`config.mk`:
```
export PLATFORM = sky130hd
export DESIGN_NAME = mic1_mem_ctrl
export DESIGN_NICKNAME = d
export VERILOG_FILES = /design/src/rtl/mic1_mem_pkg.sv /design/src/rtl/mem_lat_cnt.sv /design/src/rtl/mic1_mem_ctrl.sv
export SDC_FILE = /design/constraint.sdc
export NUM_CORES = 1
export LEC_CHECK = 0
export ABC_AREA = 1
export CORE_MARGIN = 2
export CORE_UTILIZATION = 45
export DETAILED_ROUTE_END_ITERATION = 7
export PLACE_DENSITY = 0.91
export SLEW_MARGIN = 10
export SYNTH_ARGS = -nofsm -noshare
export SYNTH_HDL_FRONTEND = slang
export SYNTH_SLANG_ARGS = --single-unit
```
`constraint.sdc`:
```
create_clock -name clk -period 4.1 [get_ports clk]
set_clock_uncertainty 0.15 [all_clocks]
set_input_delay 1.025 -clock clk [delete_from_list [all_inputs] [get_ports clk]]
set_output_delay 1.025 -clock clk [all_outputs]
set_load 0.05 [all_outputs]
```
`src/rtl/mic1_mem_pkg.sv`:
```
// Shared defaults and FSM state types for the MIC-1 memory controller.
package mic1_mem_pkg;

  localparam int ADDR_W_DEF = 9;
  localparam int DATA_W_DEF = 9;

  typedef enum logic [1:0] {
    A_IDLE = 2'd0,
    A_RD   = 2'd1,
    A_WAIT = 2'd2,
    A_WR   = 2'd3
  } port_a_state_t;

  typedef enum logic [1:0] {
    B_IDLE = 2'd0,
    B_PEND = 2'd1,
    B_RD   = 2'd2,
    B_WAIT = 2'd3
  } port_b_state_t;

endpackage

```
`src/rtl/mem_lat_cnt.sv`:
```
// Read-latency down-counter: loaded by start, done while the count is zero.
module mem_lat_cnt #(
  parameter int RD_LAT = 1
) (
  input  logic clk,
  input  logic rst_n,
  input  logic start,
  output logic done
);

  localparam int CW = (RD_LAT > 1) ? $clog2(RD_LAT) : 1;
  localparam logic [CW-1:0] LOAD = CW'(RD_LAT - 1);

  logic [CW-1:0] cnt;

  always_ff @(posedge clk or negedge rst_n) begin
    if (!rst_n) begin
      cnt <= '0;
    end else if (start) begin
      cnt <= LOAD;
    end else if (cnt != '0) begin
      cnt <= cnt - CW'(1);
    end
  end

  assign done = (cnt == '0);

endmodule

```
`src/rtl/mic1_mem_ctrl.sv`:
```
// Turns MIC-1 rd/wr/fetch strobes into timed main_memory port-A/port-B accesses,
// with busy flags, request-error pulses and a fetch-after-write hazard stall.
module mic1_mem_ctrl
  import mic1_mem_pkg::*;
#(
  parameter int ADDR_W = ADDR_W_DEF,
  parameter int DATA_W = DATA_W_DEF,
  parameter int RD_LAT = 1
) (
  input  logic              clk,
  input  logic              rst_n,
  input  logic              rd_req,
  input  logic              wr_req,
  input  logic              fetch_req,
  input  logic [ADDR_W-1:0] mar,
  input  logic [DATA_W-1:0] mdr_in,
  input  logic [ADDR_W-1:0] pc,
  output logic [DATA_W-1:0] mdr_out,
  output logic              mdr_valid,
  output logic [DATA_W-1:0] mbr_out,
  output logic              mbr_valid,
  output logic              wr_done,
  output logic              busy_a,
  output logic              busy_b,
  output logic              req_err,
  output logic              wen_A,
  output logic              ren_A,
  output logic              ren_B,
  output logic [ADDR_W-1:0] addr_A,
  output logic [ADDR_W-1:0] addr_B,
  output logic [DATA_W-1:0] wdata_A,
  input  logic [DATA_W-1:0] rdata_A,
  input  logic [DATA_W-1:0] rdata_B,
  output port_a_state_t     state_a_dbg,
  output port_b_state_t     state_b_dbg
);

  // Handshake: each *_req is a one-cycle strobe, accepted only when its port
  // is idle (busy_* low); otherwise it is dropped and req_err pulses.

  port_a_state_t state_a;
  port_b_state_t state_b;

  logic lat_a_done;
  logic lat_b_done;
  logic rd_acc;
  logic wr_acc;
  logic fetch_acc;
  logic hazard_new;
  logic hazard_pend;
  logic err_now;

  assign rd_acc    = (state_a == A_IDLE) && rd_req && !wr_req;
  assign wr_acc    = (state_a == A_IDLE) && wr_req && !rd_req;
  assign fetch_acc = (state_b == B_IDLE) && fetch_req;

  // A new fetch conflicts with a write now on the port or one accepted this edge.
  assign hazard_new = ((state_a == A_WR) && (pc == addr_A)) || (wr_acc && (pc == mar));

  // A pending fetch may launch once the blocking write is sampled by memory;
  // only a fresh write to the same address accepted this edge keeps it parked.
  assign hazard_pend = wr_acc && (addr_B == mar);

  assign err_now = (rd_req && wr_req)
                || ((rd_req || wr_req) && (state_a != A_IDLE))
                || (fetch_req && (state_b != B_IDLE));

  mem_lat_cnt #(.RD_LAT(RD_LAT)) u_lat_a (
    .clk   (clk),
    .rst_n (rst_n),
    .start (state_a == A_RD),
    .done  (lat_a_done)
  );

  mem_lat_cnt #(.RD_LAT(RD_LAT)) u_lat_b (
    .clk   (clk),
    .rst_n (rst_n),
    .start (state_b == B_RD),
    .done  (lat_b_done)
  );

  always_ff @(posedge clk or negedge rst_n) begin
    if (!rst_n) begin
      state_a   <= A_IDLE;
      ren_A     <= 1'b0;
      wen_A     <= 1'b0;
      addr_A    <= '0;
      wdata_A   <= '0;
      mdr_out   <= '0;
      mdr_valid <= 1'b0;
      wr_done   <= 1'b0;
    end else begin
      ren_A     <= 1'b0;
      wen_A     <= 1'b0;
      mdr_valid <= 1'b0;
      wr_done   <= 1'b0;
      case (state_a)
        A_IDLE: begin
          if (rd_acc) begin
            state_a <= A_RD;
            ren_A   <= 1'b1;
            addr_A  <= mar;
            wdata_A <= mdr_in;
          end else if (wr_acc) begin
            state_a <= A_WR;
            wen_A   <= 1'b1;
            addr_A  <= mar;
            wdata_A <= mdr_in;
          end
        end
        A_RD: state_a <= A_WAIT;
        A_WAIT: begin
          if (lat_a_done) begin
            state_a   <= A_IDLE;
            mdr_out   <= rdata_A;
            mdr_valid <= 1'b1;
          end
        end
        A_WR: begin
          state_a <= A_IDLE;
          wr_done <= 1'b1;
        end
        default: state_a <= A_IDLE;
      endcase
    end
  end

  always_ff @(posedge clk or negedge rst_n) begin
    if (!rst_n) begin
      state_b   <= B_IDLE;
      ren_B     <= 1'b0;
      addr_B    <= '0;
      mbr_out   <= '0;
      mbr_valid <= 1'b0;
    end else begin
      ren_B     <= 1'b0;
      mbr_valid <= 1'b0;
      case (state_b)
        B_IDLE: begin
          if (fetch_acc) begin
            addr_B <= pc;
            if (hazard_new) begin
              state_b <= B_PEND;
            end else begin
              state_b <= B_RD;
              ren_B   <= 1'b1;
            end
          end
        end
        B_PEND: begin
          if (!hazard_pend) begin
            state_b <= B_RD;
            ren_B   <= 1'b1;
          end
        end
        B_RD: state_b <= B_WAIT;
        B_WAIT: begin
          if (lat_b_done) begin
            state_b   <= B_IDLE;
            mbr_out   <= rdata_B;
            mbr_valid <= 1'b1;
          end
        end
        default: state_b <= B_IDLE;
      endcase
    end
  end

  always_ff @(posedge clk or negedge rst_n) begin
    if (!rst_n) begin
      req_err <= 1'b0;
    end else begin
      req_err <= err_now;
    end
  end

  assign busy_a      = (state_a != A_IDLE);
  assign busy_b      = (state_b != B_IDLE);
  assign state_a_dbg = state_a;
  assign state_b_dbg = state_b;

endmodule

```
=== Word-level counts from Yosys, hierarchy flattened ===
Cells that the tools add are included.

* Divide/modulo/power cells: 0
* Mux-type cells: 31
* Reductions and logical operators: 28
* $lt $le $gt $ge: 0
* Shift-type cells: 0
* $add $sub $neg: 2
* Bitwise operators: 2
* Equal/unequal tests: 14
* $mul: 0

{| class="wikitable"
|+ Operator list
! operator !! count
|-
| 9-bit two-way mux || 4
|-
| 9-bit equality test || 3
|-
| 1-bit two-way mux || 17
|-
| 2-bit one-hot mux with 4 select lines || 2
|-
| 2-bit two-way mux || 7
|-
| 1-bit logical AND || 11
|-
| 2-bit AND reduction || 5
|-
| 2-bit equality test, second input constant || 4
|-
| 2-bit != test, second input constant || 4
|-
| 2-bit nonzero test || 3
|-
| 2-bit by 1-bit equality test with 1-bit output, second input constant || 2
|-
| 2-bit logical NOT || 2
|-
| 1-bit logical OR || 4
|-
| 3-bit != test, second input constant || 1
|-
| 3-bit AND reduction || 1
|-
| 1-bit logical NOT || 2
|-
| 1-bit NOT || 2
|-
| 1-bit one-hot mux with 2 select lines || 1
|-
| 1-bit subtractor, second input constant || 2
|}

* Memories: 0
* Latch bits: 0
* Output and inout bits: 58
* Bits in writable memories: 0
* Bits of input ports: 50
* Flip-flop bits (word level): 58
* Bits in read-only memories: 0

=== Depth between registers and ports, before layout ===
* Depth in word-level cells: 8
* Gate-level depth with buffers: 12
* Gate-level depth less buffers: 12

=== Modules after synthesis ===
From an unflattened synthesis, not the netlist that was laid out.

* Cells, all modules: 320
* Area total of the unflattened synthesis: 2,637.5 um^2

{| class="wikitable"
|+ By module, submodules not included
! module !! area each (um^2) !! instances !! cells an instance
|-
| mic1_mem_ctrl || 2,615.0 || 1 || 316
|-
| mem_lat_cnt || 11.3 || 2 || 2
|}

=== Least setup slack after synthesis ===
OpenSTA, ideal clock, no wires.

* Kind: reg-to-output
* Start point: register state_b[0], in the netlist state_b_dbg[0]
* End point: output port busy_b
* Setup slack: 1,519 ps
* Data arrival time: 1,406 ps
* Cell stages (with the launch flop): 4
* Path through: dfrtp_1 -> inv_1 -> ha_1 -> inv_1

* Word-level cells in the longest chain between the ends: 1

{| class="wikitable"
|+ Ends and longest elaborated chain
! element !! line !! text
|-
| from (decl) || mic1_mem_ctrl.sv:42 || <nowiki>port_b_state_t state_b;</nowiki>
|-
| from (signal assigned) || mic1_mem_ctrl.sv:130 || <nowiki>state_b <= B_IDLE;</nowiki>
|-
| from (signal assigned) || mic1_mem_ctrl.sv:143 || <nowiki>state_b <= B_PEND;</nowiki>
|-
| from (signal assigned) || mic1_mem_ctrl.sv:145 || <nowiki>state_b <= B_RD;</nowiki>
|-
| 2-bit nonzero test || mic1_mem_ctrl.sv:178 || <nowiki>assign busy_b = (state_b != B_IDLE);</nowiki>
|-
| to (decl) || mic1_mem_ctrl.sv:24 || <nowiki>output logic busy_b,</nowiki>
|}

No other way between the ends.

=== Worst setup path in the final report ===
Same ends and word-level chain as after synthesis.

==> flow_summary.toml <==
[outcome]
status = "finished, final reports clean"

[worst_setup_path]
r2r-start = "state_a_dbg[1]"
reg2reg_to = "mdr_out[3]"
rrSetupSlack_ns = 2.18
crit_fanout = 6
start_kind = "flop"
critPathKind = "flop to primary output"
crit_required_ns = 2.92
reg2reg_depth = 5
critPathCaptureType = "primary output"
crit_arrival_ns = 2.04

[min_path]
hp-start = "mdr_out[2]"
hold_class = "flop to flop"
holdPathStages = 2
worstHoldEndpoint = "mdr_out[2]"

[global_routing]
grt_max_degree = 42
grt_pass1_wl_um = 10400
antenna_found_initial = 0
grt_overflow = 0
grtUsageTotal_pct = 20.9
grt_pass1_vias = 2280

[timing]
tns_ns = 0
max_freq_ghz = 0.311
max_slew.worst_pin.slew_ns = 0.889
layout_min_cycle_time_ns = 3.22
max_slew_margin_pct = 40.8
drv_slew = 0
setup_violations = 0
final_hold_viol_count = 0
rsz0062_at_grt = "false"
finalCritPeriodShare_pct = 78.4

[clock_network]
tritoncts = "yes"
clkTransAtPathRegs_ns = 0.10
cts_setup_buffers = 0
holdBufCountCts = 0
ctsResizeCount = 0
cts_made_buffers = 5
htreeDepth = 2
clk-insertion-delay-late_ns = 0.31
clock_path_buffers = 2
cts.sinks = 56
cts_root_buf = "clkbuf_8"

[drt]
avgRoutedWirePerCell_um = 13.0
num_vias = 2356
dr.pass1.iters = 4
vias_per_cell = 4.70
drt_iter0_markers = 92
post-route-drc-count = 0
wl_um = 6510
final_antenna_net_count = 0

[logic_synthesis]
syn_inst = 319
ys_types = 26
ys_ff_latch = 56
yosys-top-cells-area = "dfrtp_1 53%, nand2_1 20%, inv_1 5.3%"
synth_top_area_share_pct = 53.3
syn_area_um2 = 2630
syn-num-nets = 373
synth_top_cell_by_area = "dfrtp_1"
yosysSeqAreaShare_pct = 53.3
syn_area_per_cell_um2 = 8.24
ys.warnings.count = 0

[die]
initial_utilization_pct = 47.2
die_h_um = 80.4
die_w_um = 80.4
pin_count = 108
fp.dieArea_um2 = 6470
rows = 27
core_um2 = 5570

[flow_run]
maxCapViolations = 0

[placement]
place.gp.congestion = 0.888
port_buffers = 107
dpl.hpwl_um = 5160
place_area_um2 = 3760

[pwr]
powerDensity_nw_per_um2 = 778
vdd_drop_max_mv = 0.509
p_leak_uw = 0.00190

[layout]
diodes = 0
finalNetCount = 482
stdcell_area_um2 = 3880
drive_above_1_share_pct = 7.23
syn_to_final_growth_pct = 47.5
-- worst max path at each step --
stage	from	end	slack [ns]	depth (start not counted)
2_1_floorplan	state_b_dbg[0]	busy_b	1.52	3
3_3_place_gp	rd_req	addr_A[4]	1.29	8
3_5_place_dp	rd_req	addr_A[4]	1.20	8
4_1_cts	state_b_dbg[0]	busy_b	0.87	4
5_1_grt	state_b_dbg[0]	busy_b	0.78	4
6_report	state_b_dbg[0]	busy_b	0.88	4
-- cells by family after synthesis --
family,Yosys count,share of synthesized area [%]
compound gates,24,4.66
xor+xnor,9,3.00
fa+ha+maj,4,1.90
buf+inv,45,6.66
flops,56,53.3
mux,9,3.86
simple gates,172,26.6
-- Yosys cell counts (all sizes together) --
master  instances
o211ai          1
nand2         146
or2             2
xnor2           7
o21ai          21
dfrtp          56
ha              4
buf             4
nand4           1
nand3           6
clkbuf          2
nor3            1
a21oi           2
inv            38
mux2            9
nor2           16
clkinv          1
xor2            2
-- sequential cells by signal, summed over array words and instances (netlist names) --
| signal | count |
|---|---|
| mbr_out | 9 |
| req_err | 1 |
| wdata_A | 9 |
| addr_B | 9 |
| state_b_dbg | 2 |
| ren_A | 1 |
| mdr_out | 9 |
| state_a_dbg | 2 |
| mdr_valid | 1 |
| wen_A | 1 |
| mbr_valid | 1 |
| addr_A | 9 |
| ren_B | 1 |
| wr_done | 1 |
-- layer usage --
layer,up-vias,GRT usage [%],share of wire (%)
met5,-,0,0
met4,0,6.27,0.84
met3,8,5.17,6.3
met2,77,36.7,52
met1,1091,25.2,41
li1,1180,-,-
-- cells in the final DEF, fill, tap and decap left out, types with 2 or more instances in the layout --
| cell type | netlist | layout |
|---|---|---|
| nand2_1 | 142 | 142 |
| clkdlybuf4s50_1 | 0 | 106 |
| dfrtp_1 | 56 | 56 |
| inv_1 | 37 | 37 |
| o21ai_0 | 20 | 20 |
| nor2_1 | 13 | 13 |
| mux2_2 | 9 | 9 |
| xnor2_1 | 7 | 7 |
| nand3_1 | 5 | 5 |
| clkbuf_8 | 0 | 5 |
| nand2_2 | 4 | 4 |
| ha_1 | 4 | 4 |
| nor2_4 | 2 | 2 |
| xor2_1 | 2 | 2 |
| a21oi_1 | 2 | 2 |
| or2_2 | 2 | 2 |
-- worst max-delay path, stage by stage (launching register included) --
cell and delay, ns:
dfrtp_1 0.43, inv_1 0.09, ha_1 0.26, inv_1 0.12
clkdlybuf4s50_1 0.83
-- where the power goes --
group	switching [uW]	internal, uW	total [uW]
Combinational	1150	584	1740
Clock	181	184	365
Sequential	153	761	914
Total	1490	1530	3020
-- area by class of cell --
cell class / count / area [um2]
timing repair buffer: 108 / 1070
multi-input combinational: 218 / 1050
inverter: 39 / 146
clock buffer: 5 / 68.8
tap: 72 / 90.1
fill: 463 / 1700
sequential: 56 / 1400
clock inverter: 3 / 46.3
-- metrics by stage --
step	cells	power, uW	hold slack (ns)	utilization [%]	worst slack [ns]
after global routing	501	3180	0.354	69.6	0.779
after detailed placement	493	2670	0.308	67.5	1.20
after global placement	493	2620	0.305	67.5	1.29
final	501	3020	0.327	69.6	0.884
after CTS	501	3040	0.333	69.6	0.869
after floorplan	319	2050	0.579	-	1.52
Power figures use the tool's default switching activity.
==> RTL edit: new RTL, same settings <==
Reset style: synchronous (`rst_n`), changed in 4 clocked blocks.
--- a/src/rtl/mem_lat_cnt.sv
+++ b/src/rtl/mem_lat_cnt.sv
@@ -13,7 +13,7 @@
 
   logic [CW-1:0] cnt;
 
-  always_ff @(posedge clk or negedge rst_n) begin
+  always_ff @(posedge clk) begin
     if (!rst_n) begin
       cnt <= '0;
     end else if (start) begin
--- a/src/rtl/mic1_mem_ctrl.sv
+++ b/src/rtl/mic1_mem_ctrl.sv
@@ -79,7 +79,7 @@
     .done  (lat_b_done)
   );
 
-  always_ff @(posedge clk or negedge rst_n) begin
+  always_ff @(posedge clk) begin
     if (!rst_n) begin
       state_a   <= A_IDLE;
       ren_A     <= 1'b0;
@@ -125,7 +125,7 @@
     end
   end
 
-  always_ff @(posedge clk or negedge rst_n) begin
+  always_ff @(posedge clk) begin
     if (!rst_n) begin
       state_b   <= B_IDLE;
       ren_B     <= 1'b0;
@@ -166,7 +166,7 @@
     end
   end
 
-  always_ff @(posedge clk or negedge rst_n) begin
+  always_ff @(posedge clk) begin
     if (!rst_n) begin
       req_err <= 1'b0;
     end else begin
Formal check against the unedited RTL: differs if rst_n is asserted again (counterexample within 4 cycles, from zero or initial values and one cycle with rst_n low); with rst_n held inactive, the same outputs for 10 cycles.
==> RTL edit against the original RTL <==
Worst setup slack better by 0.0016 ns; area after synthesis shrank 2.1%; sequential cell count rose by 2; routed wire length up 8.8%; cell area is 0.29% lower; cell count increased by 11%; critical path type unchanged; critical endpoint unchanged; largest cell class is now multi-input gates.
Power is not compared: it rests on default switching activity, and its combinational part moved more than twofold at a synthesized area within 25%.
==> RTL edit: results (changes against the original RTL) <==
status: "finished clean"
gp_congestion: 0.814  # -8.4%
inverters: 43  # +10%
synth_top_area_share_pct: 45.1  # -8.2 points
finalNetCount: 532  # +10%
netlist_top_cells_area: "dfxtp_1, nand2_1, nor2_1"
synth_fa_ha_area_share_pct: 1.95  # +0.042 points
clk_pin_slew_worst_paths_ns: 0.07  # -0.03 ns
synthMuxAreaShare_pct: 0  # -3.9 points
final-clk-cell-share_pct: 4.89  # +1.9 points
synth_ff_type: "dfxtp_1"
worstHoldStart: "mdr_out[6]"
timing.rr.end: "addr_B[6]"
grt_usage_pct: 23.2  # +2.3 points
max_slew.worst_pin.slew_ns: 0.634  # -0.255 ns
reg2reg_slack_ns: 2.25  # +0.07 ns
grt_pass1_wl_mm: 11.5  # +11%
synth-xor-area-share_pct: 1.70  # -1.3 points
reg2reg_from: "state_b_dbg[0]"
reg2reg_depth: 6  # +1
vias_per_cell: 4.98  # +5.8%
post_drt_wl_per_cell_um: 12.8  # -1.6%
buf_share_pct: 27.9  # +0.21 points
seq_share_pct: 30.0  # -6.1 points
synth_compound_area_share_pct: 14.0  # +9.3 points
fin_area_um2: 3870  # -0.29%
clock-sinks: 58  # +3.6%
nClkBuffers: 13  # +8
cts_max_level: 3  # +1
drive_above_1_share_pct: 6.02  # -1.2 points
multi_input_comb_area_um2: 1190  # +13%
min_to: "mdr_out[6]"
dpl_cell_area_um2: 3680  # -2.3%
numPlacedInstances: 539  # +9.3%
## RTL edit: cell count changes after synthesis, moves of 17 or more
cell	change
a21oi_1	+27
nor2_1	+48
o21ai_0	+17
dfxtp_1	+58
dfrtp_1	-56
nand2_1	-54
## RTL edit: metal layers
layer  part of all wire [%]  track usage [%]
met5                      0                0
met4                    2.8             11.6
met3                    8.4             6.33
met2                     50             38.7
met1                     39             27.2
## RTL edit: cell families (layout without fill, tap and decap cells)
group                    after synthesis  in the layout
flip-flops                            58             58
buffers and inverters                 54            166
AO/OA/AOI/OAI                         71             71
other                                  1              2
AND/OR/NAND/NOR                      176            176
adder cells (fa/ha/maj)                4              4
XOR/XNOR                               5              5
## RTL edit: metrics by stage
step | util [%] | hold WS [ns]
finish | 70.2 | 0.316
global route | 70.2 | 0.342
CTS | 70.2 | 0.318
detailed placement | 66.8 | 0.305
global placement | 66.8 | 0.297
floorplan | - | 0.456
## RTL edit: power by group through the flow
stage               clock network [W]  logic (W)  registers [W]
finish                       0.000491   0.000638       0.000669
global route                 0.000531   0.000682       0.000677
CTS                          0.000501   0.000638       0.000669
detailed placement                  0   0.000635       0.000680
global placement                    0   0.000622       0.000676
floorplan                           0   0.000214       0.000876
## RTL edit: how the worst max path moves through the flow
stage                         from     end  slack [ns]  depth (start not counted)
floorplan           state_b_dbg[0]  busy_b        1.50                          3
global placement    state_b_dbg[0]  busy_b        1.31                          4
detailed placement  state_b_dbg[1]  busy_b        1.24                          4
CTS                 state_b_dbg[1]  busy_b        0.89                          4
global route        state_b_dbg[1]  busy_b        0.77                          4
finish              state_b_dbg[0]  busy_b        0.89                          4
## RTL edit: worst max-delay path, stage by stage (launching register included)
cell,delay [ns]
dfxtp_1,0.38
inv_1,0.10
ha_1,0.24
inv_1,0.16
clkdlybuf4s50_1,0.84
